--- config.mk ---
export PLATFORM = sky130hd
export DESIGN_NAME = ctrl_pipeline
export DESIGN_NICKNAME = d
export VERILOG_FILES = /design/src/rtl/ctrl_pipeline_pkg.sv /design/src/rtl/ctrl_pipeline_stage_reg.sv /design/src/rtl/ctrl_pipeline.sv
export SDC_FILE = /design/constraint.sdc
export NUM_CORES = 1
export LEC_CHECK = 0
export BUFFER_PORTS_ARGS = -buffer_cell sky130_fd_sc_hd__buf_4
export CAP_MARGIN = 10
export CORE_MARGIN = 2
export CORE_UTILIZATION = 45
export DETAILED_ROUTE_END_ITERATION = 6
export PLACE_DENSITY = 0.8
export SYNTH_ARGS = -nofsm -noshare
export SYNTH_HDL_FRONTEND = slang
export SYNTH_SLANG_ARGS = --single-unit
--- constraint.sdc ---
create_clock -name clk_i -period 4.5 [get_ports clk_i]
set_input_delay 0.45 -clock clk_i [delete_from_list [all_inputs] [get_ports clk_i]]
set_output_delay 0.45 -clock clk_i [all_outputs]
set_load 0.05 [all_outputs]
--- src/rtl/ctrl_pipeline_pkg.sv ---
// Shared definitions for the control pipeline: forwarding-select encodings
// and the priority encoder that turns stage hits into a select.
package ctrl_pipeline_pkg;

    localparam logic [1:0] FWD_NONE = 2'b00;
    localparam logic [1:0] FWD_WB   = 2'b01;
    localparam logic [1:0] FWD_MEM  = 2'b10;

    // The MEM result is younger than the WB result, so it wins when both match.
    function automatic logic [1:0] fwd_select(input logic mem_hit, input logic wb_hit);
        logic [1:0] sel;
        sel = FWD_NONE;
        if (mem_hit) begin
            sel = FWD_MEM;
        end else if (wb_hit) begin
            sel = FWD_WB;
        end
        return sel;
    endfunction

endpackage

--- src/rtl/ctrl_pipeline_stage_reg.sv ---
// One pipeline stage register: asynchronous clear, hold (freeze) and
// bubble (load zero). Hold outranks bubble so a frozen stage keeps its contents.
module ctrl_stage_reg #(
    parameter int WIDTH = 8
) (
    input  logic             i_clk,
    input  logic             i_rst_n,
    input  logic             i_hold,
    input  logic             i_bubble,
    input  logic [WIDTH-1:0] i_d,
    output logic [WIDTH-1:0] o_q
);

    logic [WIDTH-1:0] r_q;

    always_ff @(posedge i_clk or negedge i_rst_n) begin
        if (!i_rst_n) begin
            r_q <= '0;
        end else if (!i_hold) begin
            r_q <= i_bubble ? '0 : i_d;
        end
    end

    assign o_q = r_q;

endmodule

--- src/rtl/ctrl_pipeline.sv ---
// Control-side pipeline: ID/EX, EX/MEM and MEM/WB control registers with
// load-use stall detection, branch flush, memory-stall freeze and EX forwarding.
module ctrl_pipeline
    import ctrl_pipeline_pkg::*;
#(
    parameter int REG_ADDR_W = 5,
    parameter int ALUOP_W    = 2
) (
    input  logic                  clk_i,
    input  logic                  rst_i,
    input  logic                  Branch_i,
    input  logic                  MemtoReg_i,
    input  logic [ALUOP_W-1:0]    ALUOp_i,
    input  logic                  MemWrite_i,
    input  logic                  MemRead_i,
    input  logic                  ALUSrc_i,
    input  logic                  RegWrite_i,
    input  logic [REG_ADDR_W-1:0] RS1addr_i,
    input  logic [REG_ADDR_W-1:0] RS2addr_i,
    input  logic [REG_ADDR_W-1:0] RDaddr_i,
    input  logic                  BranchTaken_i,
    input  logic                  MemStall_i,
    output logic                  Stall_o,
    output logic                  PCWrite_o,
    output logic                  Flush_o,
    output logic [ALUOP_W-1:0]    EX_ALUOp_o,
    output logic                  EX_ALUSrc_o,
    output logic                  MEM_MemRead_o,
    output logic                  MEM_MemWrite_o,
    output logic                  WB_RegWrite_o,
    output logic                  WB_MemtoReg_o,
    output logic [REG_ADDR_W-1:0] WB_RDaddr_o,
    output logic [1:0]            ForwardA_o,
    output logic [1:0]            ForwardB_o
);

    localparam int IDEX_W  = 5 + ALUOP_W + 3 * REG_ADDR_W;
    localparam int EXMEM_W = 4 + REG_ADDR_W;
    localparam int MEMWB_W = 2 + REG_ADDR_W;

    logic [IDEX_W-1:0]     w_idex_d, w_idex_q;
    logic [EXMEM_W-1:0]    w_exmem_d, w_exmem_q;
    logic [MEMWB_W-1:0]    w_memwb_d, w_memwb_q;

    logic                  w_ex_mtr, w_ex_mw, w_ex_mr, w_ex_alusrc, w_ex_rw;
    logic [ALUOP_W-1:0]    w_ex_aluop;
    logic [REG_ADDR_W-1:0] w_ex_rs1, w_ex_rs2, w_ex_rd;
    logic                  w_mem_mtr, w_mem_mr, w_mem_mw, w_mem_rw;
    logic [REG_ADDR_W-1:0] w_mem_rd;
    logic                  w_wb_mtr, w_wb_rw;
    logic [REG_ADDR_W-1:0] w_wb_rd;
    logic                  w_stall;

    // ID -> EX: a load-use hazard replaces the incoming instruction with a bubble
    assign w_idex_d = {MemtoReg_i, ALUOp_i, MemWrite_i, MemRead_i, ALUSrc_i, RegWrite_i,
                       RS1addr_i, RS2addr_i, RDaddr_i};

    ctrl_stage_reg #(.WIDTH(IDEX_W)) u_idex (
        .i_clk(clk_i), .i_rst_n(rst_i), .i_hold(MemStall_i), .i_bubble(w_stall),
        .i_d(w_idex_d), .o_q(w_idex_q)
    );

    assign {w_ex_mtr, w_ex_aluop, w_ex_mw, w_ex_mr, w_ex_alusrc, w_ex_rw,
            w_ex_rs1, w_ex_rs2, w_ex_rd} = w_idex_q;

    // EX -> MEM
    assign w_exmem_d = {w_ex_mtr, w_ex_mr, w_ex_mw, w_ex_rw, w_ex_rd};

    ctrl_stage_reg #(.WIDTH(EXMEM_W)) u_exmem (
        .i_clk(clk_i), .i_rst_n(rst_i), .i_hold(MemStall_i), .i_bubble(1'b0),
        .i_d(w_exmem_d), .o_q(w_exmem_q)
    );

    assign {w_mem_mtr, w_mem_mr, w_mem_mw, w_mem_rw, w_mem_rd} = w_exmem_q;

    // MEM -> WB
    assign w_memwb_d = {w_mem_mtr, w_mem_rw, w_mem_rd};

    ctrl_stage_reg #(.WIDTH(MEMWB_W)) u_memwb (
        .i_clk(clk_i), .i_rst_n(rst_i), .i_hold(MemStall_i), .i_bubble(1'b0),
        .i_d(w_memwb_d), .o_q(w_memwb_q)
    );

    assign {w_wb_mtr, w_wb_rw, w_wb_rd} = w_memwb_q;

    // A load to x0 produces nothing anyone can depend on, so it never stalls.
    assign w_stall = w_ex_mr & (w_ex_rd != '0) &
                     ((w_ex_rd == RS1addr_i) | (w_ex_rd == RS2addr_i));

    assign Stall_o   = w_stall;
    assign PCWrite_o = ~(w_stall | MemStall_i);
    assign Flush_o   = Branch_i & BranchTaken_i & ~w_stall & ~MemStall_i;

    assign ForwardA_o = fwd_select(w_mem_rw & (w_mem_rd != '0) & (w_mem_rd == w_ex_rs1),
                                   w_wb_rw  & (w_wb_rd  != '0) & (w_wb_rd  == w_ex_rs1));
    assign ForwardB_o = fwd_select(w_mem_rw & (w_mem_rd != '0) & (w_mem_rd == w_ex_rs2),
                                   w_wb_rw  & (w_wb_rd  != '0) & (w_wb_rd  == w_ex_rs2));

    assign EX_ALUOp_o     = w_ex_aluop;
    assign EX_ALUSrc_o    = w_ex_alusrc;
    assign MEM_MemRead_o  = w_mem_mr;
    assign MEM_MemWrite_o = w_mem_mw;
    assign WB_RegWrite_o  = w_wb_rw;
    assign WB_MemtoReg_o  = w_wb_mtr;
    assign WB_RDaddr_o    = w_wb_rd;

endmodule

==> results of run 1 <==
through the flow:
stage | instance area [sq um] | worst slack, ps | hold WS (ps) | utilization [%]
final | 2510 | 1990 | 114 | 58.0
after global routing | 2510 | 1840 | 143 | 58.0
after CTS | 2510 | 1980 | 130 | 58.0
after detailed placement | 2370 | 2310 | 447 | 54.7
after global placement | 2370 | 2330 | 447 | 54.7
after floorplan | 2020 | 1050 | 154 | -
kinds of logic (layout without fill, tap and decap cells):
logic type / after synthesis / after routing
buffers and inverters: 11 / 54
muxes: 38 / 38
DFF: 38 / 38
xor gates and xnor gates: 30 / 30
AOI/OAI and AO/OA: 28 / 28
and+or+nand+nor: 18 / 18
layout by cell type (no fill, tap or decap), types with 2 or more instances in the layout:
cell / instances
buf_4: 46
dfrtp_1: 38
mux2i_1: 22
a21oi_2: 20
xnor2_1: 16
mux2_2: 16
xor2_1: 14
clkbuf_8: 6
or4_1: 5
nand3_1: 4
nor4_1: 4
nand2_1: 3
a21oi_1: 3
bufinv_16: 2
routing by layer:
layer | track usage [%] | share of wire [%]
met1 | 24.7 | 46
met2 | 28.0 | 47
met3 | 3.70 | 5.2
met4 | 8.18 | 2.5
met5 | 0 | 0
state kept, by name, indices dropped and copies added, names as in the netlist:
name         count
u_exmem.o_q      9
u_idex.o_q      22
u_memwb.o_q      7
power breakdown:
part	internal [mW]	switching (mW)	total [mW]
logic	0.138	0.186	0.324
registers	0.395	0.0675	0.462
clock network	0.236	0.119	0.356
total	0.769	0.373	1.14
how the worst max path moves through the flow:
stage / startpoint / to / slack, ps
2_1_floorplan: u_exmem.o_q[0] / ForwardA_o[0] / 1050
3_3_place_gp: u_exmem.o_q[1] / ForwardA_o[0] / 2330
3_5_place_dp: u_exmem.o_q[1] / ForwardA_o[0] / 2310
4_1_cts: u_exmem.o_q[1] / ForwardA_o[0] / 1980
5_1_grt: u_exmem.o_q[1] / ForwardB_o[0] / 1840
6_report: u_exmem.o_q[1] / ForwardB_o[0] / 1990
cell type report:
type / count / share of cell area [%]
Tap cell: 52 / 2.59
Clock inverter: 2 / 2.39
Sequential cell: 38 / 37.9
Clock buffer: 6 / 3.29
Multi-Input combinational cell: 114 / 40.0
Timing Repair Buffer: 46 / 13.8
==> metrics.csv, run 1 <==
stage,metric,value,unit
synthesis,"Primary FF master, synth",dfrtp_1,
synthesis,cells after synthesis,163,
floorplanning,die height,71.0,um
setup_path,"setup slack, reg-to-reg",2670,ps
setup_path,critical path's top delay family,simple AND/OR/NAND/NOR gates,
timing,Setup TNS,0,ps
setup_path,Critical Path RT,4050,ps
synthesis,synthesized flop and latch total,38,
timing,Final Hold Violating Endpoints,0,
timing,Final min period,2510,ps
setup_path,Worst setup EP type,output port,
clocking,CTS H-tree depth,2,
cells_and_area,layout cells sized above 1,44.7,%
global_routing,antenna violations before repair,0,
synthesis,"area leader, netlist",dfrtp_1,
drt,DRT Wirelength,4130,um
timing,Worst Skew,8.63,ps
floorplanning,Top Ports,46,
global_routing,global route overflow,0,
worst_hold_path,Hold Crit Class,primary input to async pin,
clocking,clock latency on the worst-skew pair,290,ps
setup_path,CP max-delay cell,or4_1,
synthesis,"EDFF count, synth",0,
timing,RSZ-0062 raised after global routing,no,
setup_path,startpoint of the worst register-to-register path,u_idex.o_q[3],
setup_path,CP peak stage delay,530,ps
synthesis,Post-Synth Simple-Gate Area,5.65,%
synthesis,compound-cell area share of the yosys netlist,11.0,%
clocking,TritonCTS buffer count,5,
global_routing,global-route wire length before repair,7180,um
setup_path,number of cells on the critical path,5,
pwr,Power Total,1.14,mW
synthesis,most frequent cell after synthesis,dfrtp_1,
timing,"Setup violations, final",0,
drt,vias per cell,5.31,
cells_and_area,Layout fillers,375,
place,dpl cells,250,
setup_path,Worst Path Buf+Inv,1,
floorplanning,Starting Density,46.6,%
timing,final period utilization,55.8,%
global_routing,Total GRT Usage,18.1,%
drt,Detail Route Antenna Nets,0,
drt,# DRC,0,
cells_and_area,Nets,232,
cells_and_area,Sequential Area,951,sq um
clocking,hold buffers post-CTS,0,
clocking,CTS tree,built,
setup_path,"Top cell by count, worst path",nor4_1,
setup_path,R2R cell count,4,
setup_path,r2r endpoint,u_idex.o_q[0],
clocking,"Clk pin slew, worst setup/hold paths",80,ps
synthesis,largest family of logic cells by synthesized area,multiplexers,
drt,routed vias,1369,
cells_and_area,antenna cells,0,
setup_path,Worst Path Arrival,2060,ps
setup_path,maximum net fanout on the critical path,5,
synthesis,sequential fraction of the synthesis area,47.1,%
timing,Slew headroom,45.6,%
cells_and_area,P&R area growth vs syn,24.4,%
clocking,Post-CTS Repair Setup Buffers,0,
synthesis,Synth top cells by count,"38 x dfrtp_1, 22 x mux2i_1, 20 x a21oi_2, 16 x mux2_2, 16 x xnor2_1",
place,IO Port Bufs,45,
synthesis,"Net Count, Synth",190,
place,GPL Wtd Cong,0.811,
pwr,leak pwr,1.10,nW
outcome,status,"finished, final reports clean",
floorplanning,Die W,71.0,um
global_routing,pin count of the biggest net entering global routing,42,
clocking,Post-CTS Resized,0,
pwr,worst IR drop on VDD,0.337,mV
timing,Worst-Margin Slew,814,ps
synthesis,distinct cell type count after synthesis,23,
place,DP Wirelength,2930,um
synthesis,xor and xnor area share after synthesis,13.0,%
cells_and_area,area of the multi-input gates,1000,sq um
synthesis,Post-Synth Adder-Cell Area,0,%
timing,Final Max Tran Viols,0,
clocking,Root Driver,clkbuf_8,
job,max_cap viols,0,
synthesis,count of warnings emitted by yosys,0,
floorplanning,Cell Rows,24,
setup_path,Startpoint Class,register,
synthesis,largest cells by area after synthesis,"dfrtp_1 47%, mux2i_1 11%, mux2_2 8.9%, a21oi_2 8.7%, xnor2_1 6.9%",
synthesis,mapped cell area,2020,sq um
synthesis,mux cell area share after synthesis,19.9,%
cells_and_area,post-route insts no fill,258,
timing,FMAX,398,MHz
synthesis,Syn Area/Cell,12.4,sq um
synthesis,post-synth top area share,47.1,%
setup_path,Crit Path Category,register to output port,
pwr,pwr dens,455,nW/um^2
clocking,maximum clock path buffer count,2,
clocking,clk sinks,38,
drt,WL per Instance,16.0,um
global_routing,vias in the first global route,1465,
drt,count of TritonRoute iterations in the first routing pass,4,
synthesis,Post-synth ARST share,100,%
floorplanning,Core ar.,4320,sq um
drt,drt first-iter violations,48,
floorplanning,die area,5030,sq um
setup_path,cell breakdown of the critical path,"or4_1, o21ai_1, nor4_1, nor4_1, buf_4",
(Power assumes the default switching activity.)
==> run 2: changes to the inputs <==
Clock period 4.5 ns to 2.33 ns, I/O delays scaled along.
==> metrics.csv, run 2 (same netlist as run 1, synthesis figures left out) <==
stage,metric,value,unit,change
cells_and_area,Final Util,60.1,%,+2.1 points
drt,DRT Wirelength,4190,um,+1.4%
floorplanning,Cell Rows,24,,unchanged
setup_path,Startpoint Class,register,,
setup_path,r2r endpoint,u_idex.o_q[3],,
timing,RSZ-0062 raised after global routing,yes,,
job,max_cap viols,0,,unchanged
global_routing,antenna violations before repair,0,,unchanged
timing,Worst Skew,3.16,ps,-5.47 ps
floorplanning,Core ar.,4320,sq um,unchanged
setup_path,"setup slack, reg-to-reg",480,ps,-2190 ps
drt,# DRC,0,,unchanged
global_routing,global route overflow,0,,unchanged
setup_path,R2R cell count,5,,+1
drt,drt first-iter violations,67,,+40%
cells_and_area,post-route insts no fill,268,,+3.9%
setup_path,startpoint of the worst register-to-register path,u_idex.o_q[0],,
timing,Slew headroom,59.1,%,+14 points
floorplanning,die height,71.0,um,unchanged
place,DP Wirelength,2960,um,+0.97%
clocking,TritonCTS buffer count,5,,unchanged
cells_and_area,"commonest non-fill, non-tap cell in the layout",buf_4,,
pwr,worst IR drop on VDD,0.508,mV,+51%
timing,final period utilization,96.7,%,
floorplanning,Top Ports,46,,unchanged
global_routing,Total GRT Usage,18.1,%,-0.082 points
clocking,"Clk pin slew, worst setup/hold paths",70,ps,about the same
global_routing,pin count of the biggest net entering global routing,42,,unchanged
cells_and_area,number of flip-flops in the largest register,22,,unchanged
clocking,CTS H-tree depth,2,,unchanged
setup_path,Worst Path Arrival,2020,ps,-40 ps
setup_path,Critical Path RT,2100,ps,-1950 ps
setup_path,Worst setup EP type,output port,,
cells_and_area,most frequent cells in the layout,"54 x buf_4, 32 x dfrtp_1, 22 x mux2i_1, 20 x a21oi_2",,
clocking,Root Driver,clkbuf_8,,
timing,Worst-Margin Slew,613,ps,-201 ps
drt,vias per cell,5.20,,-2.0%
timing,Final min period,2250,ps,
place,dpl cells,253,,+1.2%
drt,Detail Route Antenna Nets,0,,unchanged
drt,routed vias,1394,,+1.8%
setup_path,Worst Setup EP,ForwardB_o[0],,
setup_path,Crit Path Category,register to output port,,
drt,count of TritonRoute iterations in the first routing pass,4,,unchanged
pwr,leak pwr,1.13,nW,+2.4%
clocking,maximum clock path buffer count,2,,unchanged
floorplanning,die area,5030,sq um,unchanged
cells_and_area,layout cells sized above 1,52.3,%,+7.7 points
timing,Final Max Tran Viols,0,,unchanged
cells_and_area,Nets,242,,+4.3%
place,IO Port Bufs,45,,unchanged
place,GPL Wtd Cong,0.801,,-1.2%
pwr,pwr dens,794,nW/um^2,+74%
clocking,CTS tree,built,,
timing,"Setup violations, final",0,,unchanged
cells_and_area,antenna cells,0,,unchanged
cells_and_area,P&R area growth vs syn,28.9,%,
drt,WL per Instance,15.6,um,-2.4%
timing,Final Hold Violating Endpoints,0,,unchanged
outcome,status,"finished, final reports clean",,
global_routing,vias in the first global route,1465,,unchanged
worst_hold_path,Hold Crit Class,primary input to register,,
floorplanning,Starting Density,46.6,%,unchanged
clocking,clock latency on the worst-skew pair,290,ps,about the same
clocking,clk sinks,38,,unchanged
floorplanning,Die W,71.0,um,unchanged
global_routing,global-route wire length before repair,7100,um,-1.1%
setup_path,CP Launch Point,u_exmem.o_q[2],,
timing,FMAX,444,MHz,
setup_path,maximum net fanout on the critical path,5,,unchanged
run 2: cell count changes in the layout (fill, tap and decap cells not counted), sizes merged:
cell         delta
clkinv          +1
dlygate4sd3     +1
bufinv          -2
buf             +9
clkbuf          +1
run 2: per-layer routing:
layer	up-vias	global-route usage [%]	wire length, um
li1	680	-	-
met1	674	24.4	1970
met2	34	27.9	1960
met3	6	4.84	193
met4	0	6.92	68
met5	-	0	0
run 2: stage by stage:
| step | hold slack, ps | TNS (ps) | area (sq um) | worst slack [ps] | total power, mW |
|---|---|---|---|---|---|
| floorplan | -62.6 | -248 | 2060 | -248 | 1.36 |
| global placement | 231 | 0 | 2430 | 362 | 1.55 |
| detailed placement | 231 | 0 | 2430 | 329 | 1.57 |
| CTS | 202 | 0 | 2530 | 1.31 | 2.04 |
| global route | 212 | -9.76 | 2600 | -9.56 | 2.17 |
| finish | 208 | 0 | 2600 | 75.8 | 2.06 |
run 2: how the worst min path moves through the flow:
| stage | to | from | slack [ps] | cells past startpoint |
|---|---|---|---|---|
| 6_report | u_idex.o_q[4] | RDaddr_i[4] | 210 | 3 |
| 5_1_grt | u_idex.o_q[18] | MemWrite_i | 210 | 3 |
| 4_1_cts | u_idex.o_q[17] | MemRead_i | 200 | 3 |
| 3_5_place_dp | u_exmem.o_q[7] | rst_i | 230 | 1 |
| 3_3_place_gp | u_idex.o_q[20] | rst_i | 230 | 1 |
| 2_1_floorplan | u_exmem.o_q[0] | rst_i | -60 | 0 |
run 2: cell type report:
type / instances / area (sq um)
Clock buffer: 7 / 86.3
Multi-Input combinational cell: 114 / 1060
Sequential cell: 38 / 958
Timing Repair Buffer: 56 / 427
Tap cell: 52 / 65.1
Fill cell: 379 / 1720
Clock inverter: 1 / 5.00
run 2: power by group:
group          total [mW]  leakage, nW  switching (mW)  internal (mW)
Sequential          0.894        0.440           0.128          0.767
Clock               0.464       0.0482           0.226          0.239
Combinational       0.706        0.643           0.396          0.310
run 2: worst max-delay path: stages (launching register included):
cell	delay, ps
dfrtp_1	430
or4_4	540
o21ai_4	190
nor4_2	90
nor4_4	290
buf_6	190
run 2: timing repair:
item,4_1_cts,5_1_grt
resized for setup,0,10
hold endpoints to repair,38,0
setup endpoints to repair,0,2
hold buffers,1,0
setup buffers,0,6
==> run 3: changes to the inputs <==
Settings changed: ABC_AREA set to 1, ABC_CLOCK_PERIOD_IN_PS set to 2330, PLACE_DENSITY 0.8 to 0.81, REMOVE_ABC_BUFFERS set to 1.
==> metrics.csv, run 3 <==
stage,metric,value,unit,change
outcome,status,"finished, final reports clean",,
setup_path,startpoint of the worst register-to-register path,u_idex.o_q[1],,
floorplanning,die height,70.2,um,-1.0%
cells_and_area,number of flip-flops in the largest register,22,,unchanged
cells_and_area,antenna cells,0,,unchanged
place,DP Wirelength,3000,um,+1.2%
drt,count of TritonRoute iterations in the first routing pass,6,,+2
cells_and_area,most frequent cells in the layout,"96 x nand2_1, 47 x buf_4, 38 x dfrtp_1, 24 x nand3_1",,
floorplanning,Cell Rows,24,,unchanged
cells_and_area,fin area,2440,sq um,-6.1%
clocking,clock latency on the worst-skew pair,290,ps,about the same
cells_and_area,Layout fillers,398,,+5.0%
drt,routed vias,1700,,+22%
cells_and_area,Sequential Area,951,sq um,-0.78%
setup_path,Worst Path Arrival,1820,ps,-200 ps
timing,Final min period,2060,ps,-198 ps
drt,WL per Instance,12.1,um,-23%
synthesis,"EDFF count, synth",0,,unchanged
floorplanning,die area,4930,sq um,-2.1%
global_routing,pin count of the biggest net entering global routing,39,,-7.1%
synthesis,compound-cell area share of the yosys netlist,3.80,%,-7.2 points
timing,Final Hold Violating Endpoints,0,,unchanged
synthesis,cells after synthesis,252,,+55%
drt,vias per cell,4.89,,-6.1%
cells_and_area,area of the multi-input gates,871,sq um,-18%
synthesis,mapped cell area,1970,sq um,-2.2%
floorplanning,Starting Density,45.9,%,-0.69 points
global_routing,global-route wire length before repair,7380,um,+4.0%
clocking,maximum clock path buffer count,2,,unchanged
job,max_cap viols,0,,unchanged
drt,# DRC,0,,unchanged
global_routing,vias in the first global route,1634,,+12%
synthesis,Synth top cells by count,"96 x nand2_1, 38 x dfrtp_1, 24 x nand3_1, 19 x inv_1, 19 x xnor2_1",,
synthesis,largest cells by area after synthesis,"dfrtp_1 48%, nand2_1 18%, xnor2_1 8.4%, nand3_1 6.1%, o21ai_0 3.8%",,
pwr,worst IR drop on VDD,0.377,mV,-26%
synthesis,Post-Synth Simple-Gate Area,30.6,%,+25 points
pwr,pwr dens,735,nW/um^2,-7.4%
synthesis,most frequent cell after synthesis,nand2_1,,
cells_and_area,Nets,322,,+33%
place,"Cell Area, Placed",2320,sq um,-4.3%
clocking,clk sinks,38,,unchanged
timing,final period utilization,88.2,%,-8.5 points
timing,Worst-Margin Slew,471,ps,-141 ps
synthesis,Syn Area/Cell,7.83,sq um,-37%
setup_path,"setup slack, reg-to-reg",940,ps,+460 ps
clocking,TritonCTS buffer count,5,,unchanged
synthesis,distinct cell type count after synthesis,18,,-22%
synthesis,largest family of logic cells by synthesized area,simple AND/OR/NAND/NOR gates,,
timing,Slew headroom,68.6,%,+9.4 points
synthesis,count of warnings emitted by yosys,0,,unchanged
cells_and_area,layout cells sized above 1,20.9,%,-31 points
synthesis,post-synth top area share,48.2,%,+1.0 points
setup_path,Crit Path Category,register to output port,,
synthesis,Post-Synth Adder-Cell Area,0,%,unchanged
drt,drt first-iter violations,104,,+55%
setup_path,Critical Path RT,2100,ps,about the same
place,GPL Wtd Cong,0.850,,+6.1%
drt,Detail Route Antenna Nets,0,,unchanged
timing,Final Max Tran Viols,0,,unchanged
worst_hold_path,Hold Path Origin,RegWrite_i,,
synthesis,synthesized flop and latch total,38,,unchanged
cells_and_area,P&R area growth vs syn,23.8,%,
floorplanning,Top Ports,46,,unchanged
floorplanning,Core ar.,4290,sq um,-0.69%
clocking,CTS tree,built,,
pwr,leak pwr,1.32,nW,+16%
synthesis,mux cell area share after synthesis,0,%,-20 points
timing,setup ws final,274,ps,+198 ps
place,dpl ws,594,ps,+265 ps
clocking,"Clk pin slew, worst setup/hold paths",70,ps,about the same
timing,hold_ws,160,ps,-48.0 ps
synthesis,Post-synth ARST share,100,%,unchanged
timing,Worst Skew,4.42,ps,+1.26 ps
clocking,CTS H-tree depth,2,,unchanged
synthesis,"area leader, netlist",dfrtp_1,,
timing,"Setup violations, final",0,,unchanged
setup_path,Startpoint Class,register,,
setup_path,Worst setup EP type,output port,,
clocking,Root Driver,clkbuf_8,,
setup_path,CP Launch Point,u_idex.o_q[1],,
global_routing,global route overflow,0,,unchanged
global_routing,antenna violations before repair,0,,unchanged
worst_hold_path,Hold Crit Class,primary input to register,,
floorplanning,Die W,70.2,um,-1.0%
place,IO Port Bufs,45,,unchanged
drt,DRT Wirelength,4200,um,+0.45%
cells_and_area,"commonest non-fill, non-tap cell in the layout",nand2_1,,
timing,RSZ-0062 raised after global routing,no,,
synthesis,xor and xnor area share after synthesis,9.77,%,-3.3 points
timing,FMAX,486,MHz,+9.6%
synthesis,sequential fraction of the synthesis area,48.2,%,+1.0 points
setup_path,maximum net fanout on the critical path,24,,+19
cells_and_area,Final Util,56.9,%,-3.3 points
global_routing,Total GRT Usage,19.1,%,+1.1 points
clocking,Post-CTS Resized,0,,unchanged
synthesis,"Primary FF master, synth",dfrtp_1,,
==> run 3: worst paths after layout <==
kind | to | cells past startpoint
min | u_idex.o_q[15] | 3
max | Flush_o | 8
min reg2reg | u_exmem.o_q[5] | 2
max reg2reg | u_idex.o_q[3] | 7
max in group asynchronous | u_idex.o_q[1] | 2
min in group asynchronous | u_memwb.o_q[2] | 2
==> run 3: cell families after synthesis <==
| group | count (synthesis) |
|---|---|
| xor+xnor | 22 |
| compound gates | 15 |
| flops | 38 |
| buf+inv | 34 |
| simple gates | 143 |
==> run 3: layer usage <==
metal  vias up  share of wire (%)  global-route usage (%)
met5         -                  0                       0
met3         6                5.0                    5.63
met1       787                 46                    25.8
met2        41                 47                    29.1
met4         0                1.5                    7.48
li1        866                  -                       -
==> run 3: power by group <==
part	leakage (nW)	switching, mW	internal, mW
clock	0.0575	0.230	0.299
combinational	0.787	0.274	0.179
sequential	0.471	0.0821	0.733
==> run 3: timing repair <==
action,4_1_cts,5_1_grt
hold endpoints to repair,38,0
hold buffers,1,0
setup buffers,0,0
==> run 3: critical path, stage by stage (launching register included) <==
cell and delay [ps]:
dfrtp_1 410, inv_1 110, nand4_1 90, o21ai_0 170, inv_1 100, nand2_4 230
nand2_1 120, nor2_1 100, buf_4 200
==> run 3: cell type report <==
type,count,share of cell area (%)
clock buffers,8,4.51
inverters,22,3.38
multi-input cells,180,35.7
flip-flops and latches,38,38.9
well taps,52,2.66
repair buffers,48,14.9
==> run 3: per-stage QoR <==
| stage | power, mW | cells | setup TNS (ps) |
|---|---|---|---|
| 3_3_place_gp | 1.27 | 339 | 0 |
| 5_1_grt | 1.90 | 348 | 0 |
| 6_report | 1.80 | 348 | 0 |
| 3_5_place_dp | 1.28 | 339 | 0 |
| 2_1_floorplan | 1.11 | 240 | -455 |
| 4_1_cts | 1.82 | 348 | 0 |
